==> config.mk <==
export PLATFORM = sky130hd
export DESIGN_NAME = sw_event_scanner
export DESIGN_NICKNAME = d
export VERILOG_FILES = /design/src/rtl/sw_event_scanner.sv
export SDC_FILE = /design/constraint.sdc
export NUM_CORES = 1
export LEC_CHECK = 0
export ABC_AREA = 1
export BUFFER_PORTS_ARGS = -buffer_cell sky130_fd_sc_hd__buf_2
export CORE_ASPECT_RATIO = 1.2
export CORE_MARGIN = 2
export CORE_UTILIZATION = 30
export CTS_CLUSTER_SIZE = 40
export DETAILED_ROUTE_END_ITERATION = 8
export MAX_ROUTING_LAYER = met4
export RECOVER_POWER = 50
export SYNTH_ARGS = -nofsm -noshare
export SYNTH_HDL_FRONTEND = slang
export SYNTH_SLANG_ARGS = --single-unit
==> constraint.sdc <==
create_clock -name clk -period 3.4 [get_ports clk]
set_input_delay 0.68 -clock clk [delete_from_list [all_inputs] [get_ports clk]]
set_output_delay 0.68 -clock clk [all_outputs]
set_load 0.005 [all_outputs]
==> src/rtl/sw_event_scanner.sv <==
// Switch input conditioner: 2-FF synchroniser, per-channel debounce, press/release pulses
// and a prioritised, merge-on-overflow event register with a valid/ack handshake.
module sw_event_scanner #(
   parameter int N_SW            = 4,
   parameter int DEBOUNCE_CYCLES = 120000,
   localparam int CNT_W  = $clog2(DEBOUNCE_CYCLES),
   localparam int CODE_W = $clog2(N_SW) + 1
) (
   input  logic              clk,
   input  logic              rst_n,
   input  logic [N_SW-1:0]   sw,
   output logic [N_SW-1:0]   sw_level,
   output logic [N_SW-1:0]   press,
   output logic [N_SW-1:0]   release_pulse,
   output logic              evt_valid,
   output logic [CODE_W-1:0] evt_code,
   input  logic              evt_ack,
   output logic              overflow
);

   localparam int N_PEND = 2 * N_SW;

   logic [N_SW-1:0]            sync1_d, sync1_q;
   logic [N_SW-1:0]            sync2_d, sync2_q;
   logic [N_SW-1:0][CNT_W-1:0] cnt_d, cnt_q;
   logic [N_SW-1:0]            level_d, level_q;
   logic [N_SW-1:0]            press_d, press_q;
   logic [N_SW-1:0]            rel_d, rel_q;
   logic [N_PEND-1:0]          pend_d, pend_q;
   logic                       evt_valid_d, evt_valid_q;
   logic [CODE_W-1:0]          evt_code_d, evt_code_q;
   logic                       overflow_d, overflow_q;

   logic                       load;
   logic                       found;
   logic [CODE_W-1:0]          sel_idx;
   logic [N_PEND-1:0]          set_v;
   logic [N_PEND-1:0]          clr_v;

   always_comb begin
      sync1_d = sw;
      sync2_d = sync1_q;
      for (int unsigned i = 0; i < N_SW; i++) begin
         cnt_d[i]   = '0;
         level_d[i] = level_q[i];
         press_d[i] = 1'b0;
         rel_d[i]   = 1'b0;
         if (sync2_q[i] != level_q[i]) begin
            if (cnt_q[i] == CNT_W'(DEBOUNCE_CYCLES - 1)) begin
               level_d[i] = sync2_q[i];
               press_d[i] = sync2_q[i];
               rel_d[i]   = ~sync2_q[i];
            end else begin
               cnt_d[i] = cnt_q[i] + CNT_W'(1);
            end
         end
      end
   end

   // Pending bit 2*i is ch i press, 2*i+1 its release; lowest index wins, and its
   // event code is simply the bit index with the low bit inverted.
   always_comb begin
      load    = ~evt_valid_q | evt_ack;
      set_v   = '0;
      clr_v   = '0;
      found   = 1'b0;
      sel_idx = '0;
      for (int unsigned i = 0; i < N_SW; i++) begin
         set_v[2*i]     = press_q[i];
         set_v[2*i + 1] = rel_q[i];
      end
      if (load) begin
         for (int unsigned k = 0; k < N_PEND; k++) begin
            if (!found && pend_q[k]) begin
               found    = 1'b1;
               clr_v[k] = 1'b1;
               sel_idx  = CODE_W'(k);
            end
         end
      end
      evt_valid_d = load ? found : evt_valid_q;
      evt_code_d  = (load && found) ? (sel_idx ^ CODE_W'(1)) : evt_code_q;
      pend_d      = (pend_q & ~clr_v) | set_v;
      overflow_d  = overflow_q | (|(set_v & pend_q & ~clr_v));
   end

   always_ff @(posedge clk) begin
      if (!rst_n) begin
         sync1_q     <= '0;
         sync2_q     <= '0;
         cnt_q       <= '0;
         level_q     <= '0;
         press_q     <= '0;
         rel_q       <= '0;
         pend_q      <= '0;
         evt_valid_q <= 1'b0;
         evt_code_q  <= '0;
         overflow_q  <= 1'b0;
      end else begin
         sync1_q     <= sync1_d;
         sync2_q     <= sync2_d;
         cnt_q       <= cnt_d;
         level_q     <= level_d;
         press_q     <= press_d;
         rel_q       <= rel_d;
         pend_q      <= pend_d;
         evt_valid_q <= evt_valid_d;
         evt_code_q  <= evt_code_d;
         overflow_q  <= overflow_d;
      end
   end

   assign sw_level      = level_q;
   assign press         = press_q;
   assign release_pulse = rel_q;
   assign evt_valid     = evt_valid_q;
   assign evt_code      = evt_code_q;
   assign overflow      = overflow_q;

endmodule

## Word level (Yosys, flattened, before mapping)

Index checks and enable logic that the tools add are counted.
W data, S select, Z words.

| word-level totals | value |
|---|---|
| output and inout bits | 17 |
| register bits | 101 |
| word-level logic and storage cells | 112 |
| input port bits | 7 |

| cells by class | value |
|---|---|
| equal/unequal tests | 8 |
| add/sub/neg operators | 4 |
| reductions and logical operators | 28 |
| bitwise logic cells | 18 |
| multiplexer cells | 32 |

Operator list:

| kind | number |
|---|---|
| $add A17 B1 Y17 const B | 4 |
| $eq A17 B17 Y1 const B | 4 |
| $and A8 B8 Y8 | 3 |
| $mux W1 | 24 |
| $mux W3 | 7 |
| $reduce_and A3 Y1 | 4 |
| $reduce_or A3 Y1 | 4 |
| $not A1 Y1 | 11 |
| $logic_and A1 B1 Y1 | 8 |
| $mux W8 | 1 |
| $not A8 Y8 | 1 |
| $or A8 B8 Y8 | 1 |
| $reduce_and A2 Y1 | 4 |
| $reduce_or A8 Y1 | 1 |
| $logic_not A1 Y1 | 7 |
| $ne A1 B1 Y1 | 4 |
| $or A1 B1 Y1 | 2 |

## Longest topological paths before layout

| depth | value |
|---|---|
| depth after elaboration | 35 |
| gate-level depth with buffers | 10 |
| depth with buffers taken out | 10 |

## Worst setup path after synthesis

No wires, ideal clock.

| timing path | value |
|---|---|
| path kind | in2reg |
| start | input port rst_n |
| end | register cnt_q[67] (netlist bit) |
| arrival | 1.558 ns |
| library setup time | 0.057 ns |
| slack | 1.785 ns |
| stages | 9 |
| path buffers | 1 |
| path through | buf_2 -> inv_2 -> a21oi_1 -> inv_1 -> a21oi_2 -> inv_1 -> nor2_1 -> nand3_1 -> inv_1 |

| on the way | value |
|---|---|
| cells in the longest elaborated chain, start to end | 2 |

Ends and longest elaborated chain:

| what | line | source |
|---|---|---|
| start, declared | 10 | `input logic rst_n,` |
| $not A1 Y1 (no source line) | - |  |
| $reduce_or A3 Y1 (no source line) | - |  |
| end signal, assigned | 102 | `cnt_q <= cnt_d;` |
| end, declared | 25 | `logic [N_SW-1:0][CNT_W-1:0] cnt_d, cnt_q;` |

No other way between the ends.
A chain may end at the register's enable or synchronous reset.

## Final worst setup path

| timing path | value |
|---|---|
| start | input port rst_n |
| end | register cnt_q[65] (netlist bit) |

The elaborated chain is that of the path after synthesis.

==> impl_metrics.csv <==
group,metric,value,unit
placement,place_hpwl,6180,um
final_layout,regArea,2020,um^2
clock_tree,clkLatencyLatePin,360,ps
yosys,synth.top_cell.area_share,44.4,%
worst_setup_path,startpoint_type,"input pin",
placement,post-place-ws,1210,ps
sta,relSlewSlack,41.6,%
global_routing,grt_pass1_wl,14800,um
clock_tree,clkSinkCount,101,
sta,timing.hold.ws,412,ps
worst_setup_path,cp_max_fo,18,
floorplan,rows,49,
global_routing,grt_use_total,11.6,%
clock_tree,root_buffer,"clkbuf_16",
drt,ant_nets,0,
drt,first_pass_iters,4,
final_layout,num_antenna_cells,0,
drt,wl,8590,um
yosys,yosysTopAreaCell,"dfxtp_1",
worst_setup_path,required,3700,ps
sta,finalClockSkew,9.30,ps
min_path,hp-class,"reg2reg",
final_layout,fillers,1572,
worst_setup_path,crit_family,"buffers and inverters",
sta,worstMarginPinSlew,876,ps
final_layout,multi_input_area,2090,um^2
worst_setup_path,end_kind,"flip-flop",
clock_tree,cts_made_buffers,9,
clock_tree,clockBufferDepth,2,
worst_setup_path,crit_type,"in2reg",
min_path,min_from,"sync1_q[0]",
floorplan,dieHeight,139,um
placement,portBuffers,23,
worst_setup_path,cp-startpoint,"rst_n",
sta,fmax,441,MHz
outcome,status,"finished, final reports clean",
final_layout,layout-drive-gt1-share,11.3,%
floorplan,core_area,14900,um^2
yosys,synthTopCellsByArea,"dfxtp_1 (44%), nand2_1 (8.7%), inv_1 (7.3%)",
worst_setup_path,crit_chain,"clkbuf_1, inv_2, a21oi_1, inv_1, a21oi_1, inv_1, nor2_1, nand3_1, inv_1",
run,maxCapViolCount,0,
yosys,ys_seq_area_share,44.4,%
worst_setup_path,r2r_start,"cnt_q[17]",
yosys,ys_warn_count,0,
yosys,synthDistinctLibCells,40,
worst_setup_path,cp.arrival,2560,ps
sta,slew_viol_final,0,
final_layout,layoutNonFillerInstCount,840,
global_routing,grt_pass1_vias,3358,
drt,num_vias,3668,
clock_tree,post_cts_buffers,0,
clock_tree,cts_resized,0,
placement,gp_congestion,0.800,
clock_tree,clkTransAtPathRegs,70,ps
yosys,syn_inst,605,
sta,period_share,66.6,%
floorplan,ioPinCount,24,
global_routing,grt_max_degree,19,
worst_setup_path,cp_slowest_cell,"clkbuf_1",
worst_setup_path,worst-path-buf-inv,5,
sta,rsz0062_at_grt,"false",
drt,via_per_inst,4.37,
sta,finalHoldViolations,0,
yosys,synthesis.nets,616,
global_routing,grt_overflow,0,
sta,layout_setup_ws,1130,ps
power,powerDensity,436,nW/um^2
sta,finalSetupTns,0,ps
floorplan,die_w,117,um
worst_setup_path,cpMostUsedCell,"inv_1",
floorplan,die_area,16200,um^2
sta,finalSetupViolations,0,
yosys,synthesis.area,4560,um^2
drt,wl_per_cell,10.2,um
worst_setup_path,cpPeakStageDelay,630,ps
drt,drt_iter0_markers,212,
clock_tree,holdBufCountCts,0,
power,power,2.23,mW
final_layout,nNetsFinal,642,
drt,drcViolationCount,0,
final_layout,final_common_cell,"nand2_1",
clock_tree,tritoncts,"built",
sta,period_needed,2270,ps
global_routing,antenna_found_initial,0,
final_layout,final_cell_mix,"nand2_1 (107), dfxtp_1 (101), inv_1 (89), nor2_1 (70), a21oi_1 (43)",
final_layout,synthToLayoutAreaGrowth,12.4,%
clock_tree,ctsHtreeMaxLevel,3,
yosys,avgSynthCellArea,7.53,um^2
floorplan,start_util,30.6,%
power,p_leak,1.89,nW
yosys,yosys_register_bits,101,
power,vdd_drop_max,0.263,mV
placement,dp.cells,824,
-- layer usage --
metal / vias to the layer above / global-route usage (%) / part of all wire, %
li1: 2001 / - / -
met5: - / - / 0
met3: 12 / 2.80 / 3.0
met1: 1611 / 14.7 / 51
met2: 44 / 17.5 / 44
met4: 0 / 5.26 / 2.0
-- cell type report --
type / instances / share of cell area, %
multi-input combinational: 400 / 40.8
clock buffer: 10 / 4.66
timing repair buffer: 23 / 2.00
inverter: 96 / 7.03
tap: 204 / 4.98
clock inverter: 6 / 1.03
sequential: 101 / 39.5
-- worst paths after layout --
path	to	slack (ps)	depth (start not counted)
setup / recovery	cnt_q[65]	1130	9
hold / removal	sync2_q[0]	410	2
hold reg to reg	sync2_q[0]	410	2
setup reg to reg	cnt_q[31]	1390	8
-- synthesized netlist by cell type (all sizes together) --
cell type,n
o311ai,1
nand3,41
a211oi,1
xor2,14
o21ai,10
ha,4
nor2,82
a21oi,43
o211ai,1
xnor2,5
buf,6
and3,1
or2,7
dfxtp,101
o21a,1
nor4,5
nor3,36
clkbuf,2
nor3b,9
o2111ai,1
a41oi,1
o21bai,1
a31oi,2
nand4,19
inv,96
nand2,115
-- report_power, final --
| group | switching, mW | internal [mW] | total (mW) |
|---|---|---|---|
| logic | 0.0209 | 0.00755 | 0.0285 |
| registers | 0.00341 | 1.19 | 1.19 |
| clock network | 0.483 | 0.530 | 1.01 |
| total | 0.507 | 1.72 | 2.23 |
-- worst register-to-register path, stage by stage, from the launching register on --
cell and delay, ps:
dfxtp_1 390, ha_1 220, nand3_2 100, nor2_1 240, nand2_1 140, nor2_2 130
nand2_2 100, nand2_1 430, nor3_1 130
-- sequential cells by signal (all words and copies together) (netlist names) --
| register | cells |
|---|---|
| evt_code | 3 |
| cnt_q | 68 |
| press | 4 |
| sync1_q | 4 |
| evt_valid | 1 |
| sw_level | 4 |
| sync2_q | 4 |
| pend_q | 8 |
| overflow | 1 |
| release_pulse | 4 |
-- cells by family after synthesis --
kind of cell	synth area share, %
flip-flops	44.4
XOR/XNOR	3.65
AO/OA/AOI/OAI	7.52
buffers and inverters	9.20
AND/OR/NAND/NOR	34.2
adder cells (fa/ha/maj)	1.10
-- stage by stage --
step                utilization, %  area [um^2]
floorplan                        -         4560
global placement              32.7         4870
global route                  34.4         5120
detailed placement            32.7         4870
finish                        34.4         5120
CTS                           34.6         5160
(Power assumes the default switching activity.)
